**config.mk**
```make
export PLATFORM = sky130hd
export DESIGN_NAME = qpsk_symbol_demapper_flat
export DESIGN_NICKNAME = d
export VERILOG_FILES = /design/src/rtl/qpsk_symbol_demapper_if.sv /design/src/rtl/qpsk_symbol_demapper.sv /design/src/flat_wrapper.sv
export SDC_FILE = /design/constraint.sdc
export NUM_CORES = 1
export LEC_CHECK = 0
export CORE_MARGIN = 3
export CORE_UTILIZATION = 24
export DETAILED_ROUTE_END_ITERATION = 16
export PLACE_DENSITY_LB_ADDON = 0.12
export SLEW_MARGIN = 10
export SYNTH_ARGS = -nofsm -noshare
export SYNTH_HDL_FRONTEND = slang
export SYNTH_SLANG_ARGS = --single-unit
export TNS_END_PERCENT = 50
```
**constraint.sdc**
```tcl
create_clock -name clk -period 1.6 [get_ports clk]
set_input_delay 0.32 -clock clk [delete_from_list [all_inputs] [get_ports clk]]
set_output_delay 0.32 -clock clk [all_outputs]
set_load 0.02 [all_outputs]
```
**src/rtl/qpsk_symbol_demapper_if.sv**
```systemverilog
// Handshake bundle between the zero-pad-removal stage, the QPSK demapper and the bit de-interleaver.
// The slave modport is the demapper side; master is the side that drives it.
interface qpsk_symbol_demapper_if #(
    parameter int NSC = 4,
    parameter int SW  = 16
);
    localparam int KW = (NSC > 1) ? $clog2(NSC) : 1;

    logic                in_valid;
    logic                in_ready;
    logic [NSC*SW-1:0]   in_inphase;
    logic [NSC*SW-1:0]   in_quad;
    logic                out_valid;
    logic                out_ready;
    logic [1:0]          out_bits;
    logic [KW-1:0]       out_index;
    logic                out_last;
    logic                out_erase;

    modport master (
        output in_valid, in_inphase, in_quad, out_ready,
        input  in_ready, out_valid, out_bits, out_index, out_last, out_erase
    );

    modport slave (
        input  in_valid, in_inphase, in_quad, out_ready,
        output in_ready, out_valid, out_bits, out_index, out_last, out_erase
    );
endinterface

```
**src/rtl/qpsk_symbol_demapper.sv**
```systemverilog
// Buffers one OFDM symbol and emits a Gray-coded hard-decision QPSK pair per subcarrier per cycle.
// Optional erasure flagging of low-magnitude samples: define QPSK_ERASURE_DETECT_EN.
module qpsk_symbol_demapper #(
    parameter int             NSC    = 4,
    parameter int             SW     = 16,
    parameter logic [SW-1:0]  THRESH = 16'd4
) (
    input  logic                    clk,
    input  logic                    rst_n,
    qpsk_symbol_demapper_if.slave   bus,
    output logic [15:0]             frame_count
);
    localparam int KW = (NSC > 1) ? $clog2(NSC) : 1;

    typedef enum logic {IDLE, EMIT} state_t;

    typedef struct packed {
        logic [1:0] bits;
        logic       erase;
    } beat_t;

    state_t                  state_q, state_d;
    logic [KW-1:0]           k_q, k_d;
    logic [NSC-1:0][SW-1:0]  smp_i_q, smp_i_d;
    logic [NSC-1:0][SW-1:0]  smp_q_q, smp_q_d;
    beat_t                   beat_q, beat_d;
    logic [15:0]             fc_q, fc_d;
    logic                    last_k;
    logic                    in_fire;

`ifdef QPSK_ERASURE_DETECT_EN
    // One extra bit so that the most negative sample negates to a large magnitude.
    function automatic logic is_weak(input logic [SW-1:0] s);
        logic [SW:0] ext;
        logic [SW:0] mag;
        ext = {s[SW-1], s};
        mag = s[SW-1] ? -ext : ext;
        return mag < {1'b0, THRESH};
    endfunction
`endif

    assign last_k       = (k_q == KW'(NSC - 1));
    // Accepting on the final beat lets the next symbol follow without a bubble.
    assign bus.in_ready = (state_q == IDLE) || (last_k && bus.out_ready);
    assign in_fire      = bus.in_valid && bus.in_ready;

    always_comb begin
        state_d = state_q;
        k_d     = k_q;
        smp_i_d = smp_i_q;
        smp_q_d = smp_q_q;
        fc_d    = fc_q;
        if (state_q == EMIT && bus.out_ready) begin
            if (!last_k) begin
                k_d = k_q + 1'b1;
            end else begin
                fc_d    = fc_q + 16'd1;
                k_d     = '0;
                state_d = IDLE;
            end
        end
        if (in_fire) begin
            smp_i_d = bus.in_inphase;
            smp_q_d = bus.in_quad;
            k_d     = '0;
            state_d = EMIT;
        end
        // Decide on the sample that will be presented after this edge.
        beat_d = '0;
        if (state_d == EMIT) begin
            beat_d.bits = {smp_i_d[k_d][SW-1], smp_q_d[k_d][SW-1]};
`ifdef QPSK_ERASURE_DETECT_EN
            beat_d.erase = is_weak(smp_i_d[k_d]) || is_weak(smp_q_d[k_d]);
`else
            beat_d.erase = 1'b0;
`endif
        end
    end

    always_ff @(posedge clk) begin
        if (!rst_n) begin
            state_q <= IDLE;
            k_q     <= '0;
            beat_q  <= '0;
            fc_q    <= '0;
        end else begin
            state_q <= state_d;
            k_q     <= k_d;
            beat_q  <= beat_d;
            fc_q    <= fc_d;
        end
    end

    // Symbol buffer needs no reset; it is only read in EMIT after a load.
    always_ff @(posedge clk) begin
        smp_i_q <= smp_i_d;
        smp_q_q <= smp_q_d;
    end

    assign bus.out_valid = (state_q == EMIT);
    assign bus.out_bits  = beat_q.bits;
    assign bus.out_index = k_q;
    assign bus.out_last  = (state_q == EMIT) && last_k;
    assign bus.out_erase = beat_q.erase;
    assign frame_count   = fc_q;
endmodule
```
**src/flat_wrapper.sv**
```systemverilog
// flat-port wrapper written by rule: the top's interface ports become plain ports
module qpsk_symbol_demapper_flat 
#(
    parameter int             NSC    = 4,
    parameter int             SW     = 16,
    parameter logic [SW-1:0]  THRESH = 16'd4
)
  (clk, rst_n, frame_count, bus_in_valid, bus_in_inphase, bus_in_quad, bus_out_ready, bus_in_ready, bus_out_valid, bus_out_bits, bus_out_index, bus_out_last, bus_out_erase);
  qpsk_symbol_demapper_if #(.NSC(NSC), .SW(SW)) bus_i ();
  input  logic clk;
  input  logic rst_n;
  output logic [15:0] frame_count;
  input wire logic [$bits(bus_i.in_valid)-1:0] bus_in_valid;
  input wire logic [$bits(bus_i.in_inphase)-1:0] bus_in_inphase;
  input wire logic [$bits(bus_i.in_quad)-1:0] bus_in_quad;
  input wire logic [$bits(bus_i.out_ready)-1:0] bus_out_ready;
  output wire logic [$bits(bus_i.in_ready)-1:0] bus_in_ready;
  output wire logic [$bits(bus_i.out_valid)-1:0] bus_out_valid;
  output wire logic [$bits(bus_i.out_bits)-1:0] bus_out_bits;
  output wire logic [$bits(bus_i.out_index)-1:0] bus_out_index;
  output wire logic [$bits(bus_i.out_last)-1:0] bus_out_last;
  output wire logic [$bits(bus_i.out_erase)-1:0] bus_out_erase;
  assign bus_i.in_valid = bus_in_valid;
  assign bus_i.in_inphase = bus_in_inphase;
  assign bus_i.in_quad = bus_in_quad;
  assign bus_i.out_ready = bus_out_ready;
  assign bus_in_ready = bus_i.in_ready;
  assign bus_out_valid = bus_i.out_valid;
  assign bus_out_bits = bus_i.out_bits;
  assign bus_out_index = bus_i.out_index;
  assign bus_out_last = bus_i.out_last;
  assign bus_out_erase = bus_i.out_erase;
  qpsk_symbol_demapper #(.NSC(NSC), .SW(SW), .THRESH(THRESH)) u_core (.clk(clk), .rst_n(rst_n), .bus(bus_i), .frame_count(frame_count));
endmodule
```
### Word level (Yosys, flattened, before mapping)

Index checks and enable logic that the tools add are counted.

| storage, ports and cells | value |
|---|---|
| register bits after elaboration | 150 |

| operators by class | value |
|---|---|
| eq/ne operators | 1 |
| order comparisons | 1 |
| reductions and logical operators | 7 |
| add/sub/neg operators | 2 |
| mux-type cells | 12 |
| bitwise operators | 1 |

Operators with widths:

| cell | number |
|---|---|
| $mux W64 | 2 |
| $bmux W16 S2 | 2 |
| $mux W16 | 2 |
| $add A16 B1 Y16 const B | 1 |
| $mux W2 | 3 |
| $logic_and A1 B1 Y1 | 4 |
| $reduce_and A2 Y1 | 2 |
| $lt A2 B3 Y1 const B | 1 |
| $mux W1 | 3 |
| $add A2 B1 Y2 const B | 1 |
| $eq A2 B2 Y1 const B | 1 |
| $logic_or A1 B1 Y1 | 1 |
| $not A1 Y1 | 1 |

### Longest topological paths before layout

Gate-level depths: netlist of run 1.

| logic depth | value |
|---|---|
| depth after elaboration | 7 |
| depth in mapped cells | 6 |
| gate-level depth less buffers | 6 |

### Least setup slack after synthesis of run 1

OpenSTA, ideal clock, no wires.

| timing | value |
|---|---|
| kind | flip-flop to flip-flop |
| start | register u_core.k_q[0] (netlist: u_core.bus.out_index[0]) |
| end | register u_core.beat_q (netlist bit u_core.bus.out_bits[0]) |
| period minus slack after synthesis | 1.935 ns |
| data required time | 1.481 ns |
| cell stages (with the launch flop) | 7 |
| arrival time | 1.816 ns |
| path buffers | 0 |
| slack | -0.335 ns |
| library setup time | 0.119 ns |
| cells stage by stage | dfxtp_1 -> ha_1 -> a21bo_4 -> nand2_4 -> mux2_4 -> mux2_2 -> o221a_1 |

RTL lines:

| element | RTL line | source |
|---|---|---|
| start, declared | qpsk_symbol_demapper.sv:23 | `logic [KW-1:0] k_q, k_d;` |
| start signal, assigned | qpsk_symbol_demapper.sv:88 | `k_q <= k_d;` |
| end signal, assigned | qpsk_symbol_demapper.sv:89 | `beat_q <= beat_d;` |
| end, declared | qpsk_symbol_demapper.sv:26 | `beat_t beat_q, beat_d;` |

==> results of run 1 <==
-- stage by stage --
stage	std cells	setup TNS (ps)	hold WS (ps)	utilization (%)	total power [uW]
CTS	267	-975	479	39.5	1810
finish	270	-636	473	40.8	1800
global route	270	-1150	487	40.8	1880
global placement	256	-7390	459	37.0	1050
floorplan	134	-569	442	-	936
detailed placement	256	-8000	458	37.0	1050
-- metal layers --
layer | vias up | part of all wire (%)
met5 | - | 0
li1 | 588 | -
met3 | 2 | 7.5
met1 | 557 | 48
met4 | 0 | 0.59
met2 | 32 | 44
-- placed cells by master (no fill, tap or decap), types with 2 or more instances in the layout --
cell type	n
o221a_1	2
o31a_1	2
clkdlybuf4s50_1	12
nor2b_1	5
mux2i_1	2
and2_1	13
dlymetal6s2s_1	5
or3_1	2
nand2_1	10
inv_1	4
mux2_2	2
dlygate4sd2_1	16
mux2_4	7
nor2_1	2
and3_1	3
dfxtp_4	2
dfxtp_1	26
xnor2_1	8
nand3_1	5
a21boi_1	3
xor2_1	5
buf_4	28
o21ai_0	4
clkbuf_8	5
nand4_1	3
ha_4	2
-- report_power, final --
part | switching (uW) | total, uW | internal [uW]
registers | 22.8 | 789 | 766
clock network | 276 | 738 | 462
logic | 110 | 270 | 161
-- cell type report --
type | count | share of cell area, %
multi-input combinational | 97 | 38.1
sequential | 29 | 27.3
timing repair buffer | 62 | 24.9
tap | 70 | 4.05
clock buffer | 6 | 3.36
clock inverter | 2 | 1.62
inverter | 4 | 0.695
-- sequential cells by signal, summed over array words and instances, names as in the netlist --
name and flops:
u_core.smp_q_q 4, u_core.smp_i_q 4, u_core.bus.out_valid 1, u_core.bus.out_bits 2, u_core.frame_count 16, u_core.bus.out_index 2
-- critical path, stage by stage (launching register included) --
cell,delay [ps]
dfxtp_4,370
ha_4,160
a21bo_4,220
nand2_4,100
mux2_4,320
mux2_4,270
o221a_1,200
-- cell families after synthesis --
kind of cell,count (synthesis),share of synthesized area [%]
and+or+nand+nor,53,23.4
DFF,29,42.8
AOI/OAI and AO/OA,15,8.66
xor gates and xnor gates,13,8.39
muxes,12,10.9
buffers and inverters,8,2.86
adders and majority gates,3,2.77
other,1,0.276
-- what timing repair did --
| item | in CTS | in global routing |
|---|---|---|
| gates resized for setup | 25 | 12 |
| pin swaps | 5 | 11 |
| endpoints found under the hold margin | 0 | 0 |
| setup endpoints to repair | 27 | 21 |
| buffers inserted | 3 | 4 |
-- worst max-delay path by stage --
stage / startpoint / end / slack, ps / cells after the start
after floorplan: u_core.bus.out_index[1] / u_core.bus.out_bits[0] / -180 / 6
after global placement: bus_out_ready / u_core.bus.out_bits[0] / -510 / 6
after detailed placement: bus_out_ready / u_core.bus.out_bits[0] / -540 / 6
after CTS: u_core.bus.out_index[0] / u_core.bus.out_bits[0] / -130 / 6
after global routing: u_core.bus.out_index[0] / u_core.bus.out_bits[0] / -180 / 6
final: u_core.bus.out_index[0] / u_core.bus.out_bits[1] / -150 / 6
==> results_dict.tcl, run 1 <==
set metrics [dict create \
    outcome "complete, but fails checks" \
    violations_in_the_final_reports "negative setup slack" \
    finalClockSkew_ps 11.0 \
    detail_route.wl_per_cell_um 12.5 \
    ant_nets 0 \
    wirelength_mm 3.36 \
    async_reset_ff_share_pct 0 \
    postSynthRegisterBits 29 \
    worst-path-max-fanout 5 \
    yosys-top-cells-count "dfxtp_1, and2_1, nand2_1" \
    flow.area_growth_from_synthesis_pct 59.2 \
    achievable-frequency_mhz 573 \
    gr-usage-all-layers_pct 10.9 \
    drtPass1Iterations 4 \
    final_layout_size_suffix_gt1_share_pct 30.0 \
    placement.io_buffers 34 \
    synthMostInstantiatedCell "dfxtp_1" \
    layout_min_cycle_time_ps 1750 \
    clk_tree_root_cell "clkbuf_8" \
    number_of_sinks_on_the_clock_net 29 \
    overflow 0 \
    place.gp.congestion 0.726 \
    final-hold-violation-count 0 \
    die_h_um 81.2 \
    clkSlewWorstSetupHoldPaths_ps 70 \
    tritoncts "built" \
    syn-instance-count 134 \
    hold_path_end "u_core.smp_q_q[63]" \
    ys_warn_count 0 \
    worst_ir_drop_vdd_v 0.000525 \
    num_antenna_cells 0 \
    grt_pass1_wl_mm 5.50 \
    syn_area_um2 1360 \
    maxCapViolCount 0 \
    final_design_area_no_fill_um2 2160 \
    yosys-top-cells-area "dfxtp_1, and2_1, xnor2_1" \
    multi_input_comb_area_um2 823 \
    io_pins 156 \
    detail_route.iter0.violations 45 \
    synth_top_flop_cell "dfxtp_1" \
    rsz0062_at_grt "yes" \
    arrival_time_reported_for_the_critical_path_endpoint_ps 1920 \
    antenna_found_initial 0 \
    dp_area_um2 1960 \
    clockBufferDepth 2 \
    die_area_um2 6600 \
    nNetsFinal 334 \
    core_area_um2 5300 \
    final_routed_drc_violation_total 0 \
    timing.rr.start "u_core.bus.out_index[0]" \
    maximum_number_of_pins_on_one_net_before_global_route_repair 19 \
    synth_largest_type_area_fraction_pct 42.8 \
    floorplan.die.width_um 81.2 \
    setup_slack_ps -146 \
    grt_pass1_vias 1145 \
    regToRegEndpoint "u_core.bus.out_bits[1]" \
    grt_util_met1_pct 14.0 \
    cts_hold_buffers 0 \
    hold_class "flop to flop" \
    fillerInstances 541 \
    groute.layer.met3.usage_pct 4.43 \
    gr-max-usage-layer "met2" \
    p_leak_uw 0.00109 \
    setup_violations 7 \
    startpoint_type "flop" \
    hpwl_mm 2.56 \
    groute.layer.met2.usage_pct 16.5 \
    detail_route.vias_per_cell 4.37 \
    floorplan.rows 26 \
    synth_enable_flop_cells 0 \
    r2r_slack_ps -150 \
    tritoncts.num_buffers 5 \
    p_per_area_nw_per_um2 832 \
    initial_core_util_pct 25.6 \
    path_class "flop to flop" \
    worst_setup_path_end_kind "flop" \
    vias 1179 \
    post-synth-top-area-cell "dfxtp_1" \
    pre_cts_ws_ps -543 \
    synth_nets 269 \
    holdCritStartpoint "u_core.smp_q_q[63]" \
    hold-path-cell-count 1 \
    seqCellArea_um2 589 \
    r2r_cells 6 \
    final_min_period_over_clock_period_pct 109 \
    seq_area_frac_synth_pct 42.8 \
    avgSynthCellArea_um2 10.1 \
    cts_h_tree_depth 2 \
    clk-insertion-delay-late_ps 280 \
    slew_viol_final 0 \
    timing.critical_path.required_ps 1770 \
    yosys.cell_types.count 36 \
]
Power figures use the tool's default switching activity.
==> run 2, diff against run 1 <==
Settings changed: PLACE_DENSITY set to 0.77, PLACE_DENSITY_LB_ADDON 0.12 to not set.
==> run 2 against run 1 <==
The flow still finishes with violations (negative setup slack). Clock skew fell by 5.8 ps. Flip-flop and latch count did not move. Utilization shrank 0.12 points. Setup slack better by 1.8 ps. Wire length shrank 3.3%. Cell area fell by 0.29%. Highest routed layer unchanged. Register-to-register slack about the same. First-iteration DRC count rose by 40%. Sequential share of layout area about the same. Maximum frequency up 0.11%. Hold slack better by 12 ps.
==> results_dict.tcl, run 2 (synthesis results as in run 1) <==
set metrics [dict create \
    power.total_uw 1680 \
    violations_in_the_final_reports "negative setup slack" \
    clk_tree_root_cell "clkbuf_8" \
    detail_route.iter0.violations 63 \
    share_of_the_core_filled_with_cells_in_the_final_layout_pct 40.6 \
    ant_nets 0 \
    power_frac_clock_pct 36.3 \
    floorplan.rows 26 \
    maxCapViolCount 0 \
    grt_pass1_wl_mm 5.35 \
    clockBufferDepth 2 \
    pre_cts_ws_ps -460 \
    die_area_um2 6600 \
    final_routed_drc_violation_total 0 \
    final-hold-violation-count 0 \
    io_pins 156 \
    core_area_um2 5300 \
    placement.io_buffers 34 \
    p_per_area_nw_per_um2 779 \
    outcome "complete, but fails checks" \
    slew_viol_final 0 \
    arrival_time_reported_for_the_critical_path_endpoint_ps 1910 \
    switching_power_uw 394 \
    timing.critical_path.required_ps 1770 \
    place.gp.congestion 0.734 \
    die_h_um 81.2 \
    number_of_sinks_on_the_clock_net 29 \
    gr-usage-all-layers_pct 10.7 \
    setup_violations 10 \
    final_min_period_over_clock_period_pct 109 \
    rsz0062_at_grt "yes" \
    cts_h_tree_depth 2 \
    tritoncts.num_buffers 5 \
    path_class "flop to flop" \
    final_layout_size_suffix_gt1_share_pct 30.7 \
    clk-insertion-delay-late_ps 280 \
    worst_setup_path_end_kind "flop" \
    startpoint_type "flop" \
    dp_cells 260 \
    fin_worst_hold_slack_ps 485 \
    grt_pass1_vias 1104 \
    hold_class "flop to flop" \
    layout_common_cells "buf_4, dfxtp_1, dlygate4sd2_1, and2_1, clkdlybuf4s50_1" \
    intPower_uw 1280 \
    combinationalPowerShare_pct 16.8 \
    worst_ir_drop_vdd_v 0.000327 \
    layout_min_cycle_time_ps 1740 \
    finalClockSkew_ps 5.23 \
    switching_share_pct 23.5 \
    flow.area_growth_from_synthesis_pct 58.7 \
    leading_cell_type_in_the_layout_fill_and_taps_excluded "buf_4" \
    p_leak_uw 0.00105 \
    antenna_found_initial 0 \
    detail_route.vias_per_cell 4.25 \
    largest_register_ffs 16 \
    detail_route.wl_per_cell_um 12.0 \
    hpwl_mm 2.40 \
    tritoncts "built" \
    worst-path-max-fanout 6 \
    num_antenna_cells 0 \
    achievable-frequency_mhz 574 \
    sequentialPowerShare_pct 46.9 \
    vias 1155 \
    maximum_number_of_pins_on_one_net_before_global_route_repair 19 \
    initial_core_util_pct 25.6 \
    nNetsFinal 336 \
    layoutNonFillerInstCount 272 \
    wirelength_mm 3.25 \
    clkSlewWorstSetupHoldPaths_ps 60 \
    setup_slack_ps -144 \
    drtPass1Iterations 4 \
    floorplan.die.width_um 81.2 \
    overflow 0 \
]
run 2: path summary, 6_finish.rpt:
| kind | startpoint | to | slack [ps] | cells past startpoint |
|---|---|---|---|---|
| max | u_core.bus.out_index[0] | u_core.bus.out_bits[1] | -140 | 6 |
| min | u_core.smp_i_q[47] | u_core.smp_i_q[47] | 480 | 1 |
| max reg2reg | u_core.bus.out_index[0] | u_core.bus.out_bits[1] | -140 | 6 |
| min reg2reg | u_core.smp_i_q[47] | u_core.smp_i_q[47] | 480 | 1 |
run 2: cell type report:
cell class,count,area [um2]
Clock buffer,8,90.1
Fill cell,517,3150
Inverter,4,15.0
Multi-Input combinational cell,97,822
Sequential cell,29,588
Tap cell,70,87.6
Timing Repair Buffer,64,552
run 2: power by group through the flow:
stage | logic [uW] | clock network, uW | registers (uW)
after floorplan | 124 | 0 | 812
after detailed placement | 251 | 0 | 803
final | 282 | 609 | 788
after global placement | 245 | 0 | 801
after global routing | 306 | 664 | 792
after CTS | 257 | 634 | 787
run 2: routing by layer:
metal	wire length, um	part of all wire [%]	track usage [%]	vias up
met5	0	0	0	-
met4	69	2.1	5.07	0
met3	191	5.9	3.10	4
met2	1500	46	16.7	30
met1	1490	46	13.5	527
li1	-	-	-	594
run 2: critical path, cell delays in order (launching register included):
cell and delay (ps):
dfxtp_4 370, ha_4 160, a21bo_4 230, nand2_8 90, mux2_4 310, mux2_4 270
o221a_1 220
run 2: through the flow:
stage          area (um2)  TNS [ps]
2_1_floorplan        1390      -569
4_1_cts              2070     -1310
3_3_place_gp         1990     -5750
3_5_place_dp         1990     -6520
5_1_grt              2150     -1940
6_report             2150      -720
run 2: timing repair:
item,in CTS,in global routing
endpoints found under the setup margin,31,20
setup buffers,1,3
hold buffers,0,0
pin swaps,3,4
resized for setup,23,15
==> run 3, diff against run 2 <==
Settings changed: PLACE_DENSITY 0.77 to 0.84.
==> run 3 against run 2 <==
Power about the same. Sequential share of layout area increased by 1.3 points. Global-route usage down 0.99 points. Largest cell class unchanged. The flow still finishes with violations (negative setup slack). Via count is 3.8% lower. Critical path depth stayed put. Highest routed layer unchanged. Wire length shrank 7.9%. Non-clock buffer count is 11 lower.
==> results_dict.tcl, run 3 (synthesis results as in run 1) <==
set metrics [dict create \
    slew_viol_final 0 \
    detail_route.vias_per_cell 4.26 \
    worst_setup_path_end_kind "flop" \
    final_design_area_no_fill_um2 2060 \
    layout_min_cycle_time_ps 1720 \
    path_class "flop to flop" \
    detail_route.iter0.violations 53 \
    cts_hold_buffers 0 \
    leading_cell_type_in_the_layout_fill_and_taps_excluded "dfxtp_1" \
    grt_pass1_wl_mm 4.80 \
    arrival_time_reported_for_the_critical_path_endpoint_ps 1890 \
    floorplan.rows 26 \
    core_area_um2 5300 \
    final_layout_size_suffix_gt1_share_pct 24.6 \
    overflow 0 \
    final_routed_drc_violation_total 0 \
    ant_nets 0 \
    tritoncts.num_buffers 5 \
    io_pins 156 \
    fin_worst_hold_slack_ps 475 \
    clk_tree_root_cell "clkbuf_8" \
    p_per_area_nw_per_um2 816 \
    worst_ir_drop_vdd_v 0.000241 \
    final-hold-violation-count 0 \
    tritoncts "built" \
    grt_pass1_vias 1058 \
    hold_class "flop to flop" \
    achievable-frequency_mhz 583 \
    dp_area_um2 1930 \
    antenna_found_initial 0 \
    num_antenna_cells 0 \
    rsz0062_at_grt "yes" \
    startpoint_type "flop" \
    flow.area_growth_from_synthesis_pct 51.6 \
    floorplan.die.width_um 81.2 \
    nNetsFinal 325 \
    power.total_uw 1680 \
    detail_route.wl_per_cell_um 11.5 \
    number_of_sinks_on_the_clock_net 29 \
    cts_h_tree_depth 2 \
    maxCapViolCount 0 \
    die_h_um 81.2 \
    hpwl_mm 2.28 \
    final_min_period_over_clock_period_pct 107 \
    gr-usage-all-layers_pct 9.71 \
    dp_cells 252 \
    clockBufferDepth 2 \
    finalClockSkew_ps 7.07 \
    largest_register_ffs 16 \
    maximum_number_of_pins_on_one_net_before_global_route_repair 19 \
    violations_in_the_final_reports "negative setup slack" \
    place.gp.congestion 0.802 \
    layoutNonFillerInstCount 261 \
    setup_slack_ps -116 \
    drtPass1Iterations 4 \
    outcome "complete, but fails checks" \
    timing.critical_path.required_ps 1780 \
    placement.io_buffers 34 \
    layout_common_cells "dfxtp_1, buf_4, dlygate4sd2_1, and2_1" \
    die_area_um2 6600 \
    fillerInstances 535 \
    worst-path-max-fanout 5 \
    wirelength_mm 2.99 \
    p_leak_uw 0.00104 \
    clk-insertion-delay-late_ps 280 \
    clkSlewWorstSetupHoldPaths_ps 60 \
    vias 1111 \
    initial_core_util_pct 25.6 \
    setup_violations 4 \
]
## run 3: path summary, 6_finish.rpt
kind	cells past startpoint	endpoint	from	slack, ps
hold / removal	1	u_core.smp_q_q[15]	u_core.smp_q_q[15]	470
setup reg to reg	6	u_core.bus.out_bits[1]	u_core.bus.out_index[1]	-120
hold reg to reg	1	u_core.smp_q_q[15]	u_core.smp_q_q[15]	470
setup / recovery	6	u_core.bus.out_bits[1]	u_core.bus.out_index[1]	-120
## run 3: power by group
part	internal (uW)	switching [uW]	leakage, uW
Sequential	766	20.8	0.000239
Combinational	136	98.1	0.000742
Clock	388	272	0.0000542
Total	1290	391	0.00104
## run 3: metrics by stage
step / util [%] / TNS, ps / worst slack [ps]
after CTS: 38.3 / -422 / -127
after global placement: 36.4 / -5590 / -391
after detailed placement: 36.4 / -5890 / -427
after floorplan: - / -569 / -177
final: 38.8 / -288 / -116
after global routing: 38.8 / -727 / -167
## run 3: final cells by class
type / instances / area [um2] / area share [%]
Multi-Input combinational cell: 97 / 786 / 38.2
Inverter: 4 / 15.0 / 0.729
Clock buffer: 7 / 96.3 / 4.68
Clock inverter: 1 / 5.00 / 0.243
Timing Repair Buffer: 53 / 480 / 23.3
Sequential cell: 29 / 588 / 28.6
Tap cell: 70 / 87.6 / 4.26
## run 3: critical path, cell delays in order, from the launching register on
cell and delay [ps]:
dfxtp_4 360, ha_4 160, a21bo_4 210, nand2_4 100
mux2_4 310, mux2_2 260, o221a_1 210
## run 3: layer usage
metal  track usage (%)  wire length [um]  up-vias
met4              5.57                62        0
met5                 0                 0        -
met1              12.3              1410      507
met3              3.33               197        6
met2              14.3              1330       28
li1                  -                 -      570
## run 3: repair_timing
action,in CTS,in global routing
buffers inserted,1,0
pin swaps,3,1
resized for setup,21,9
endpoints found under the setup margin,28,17
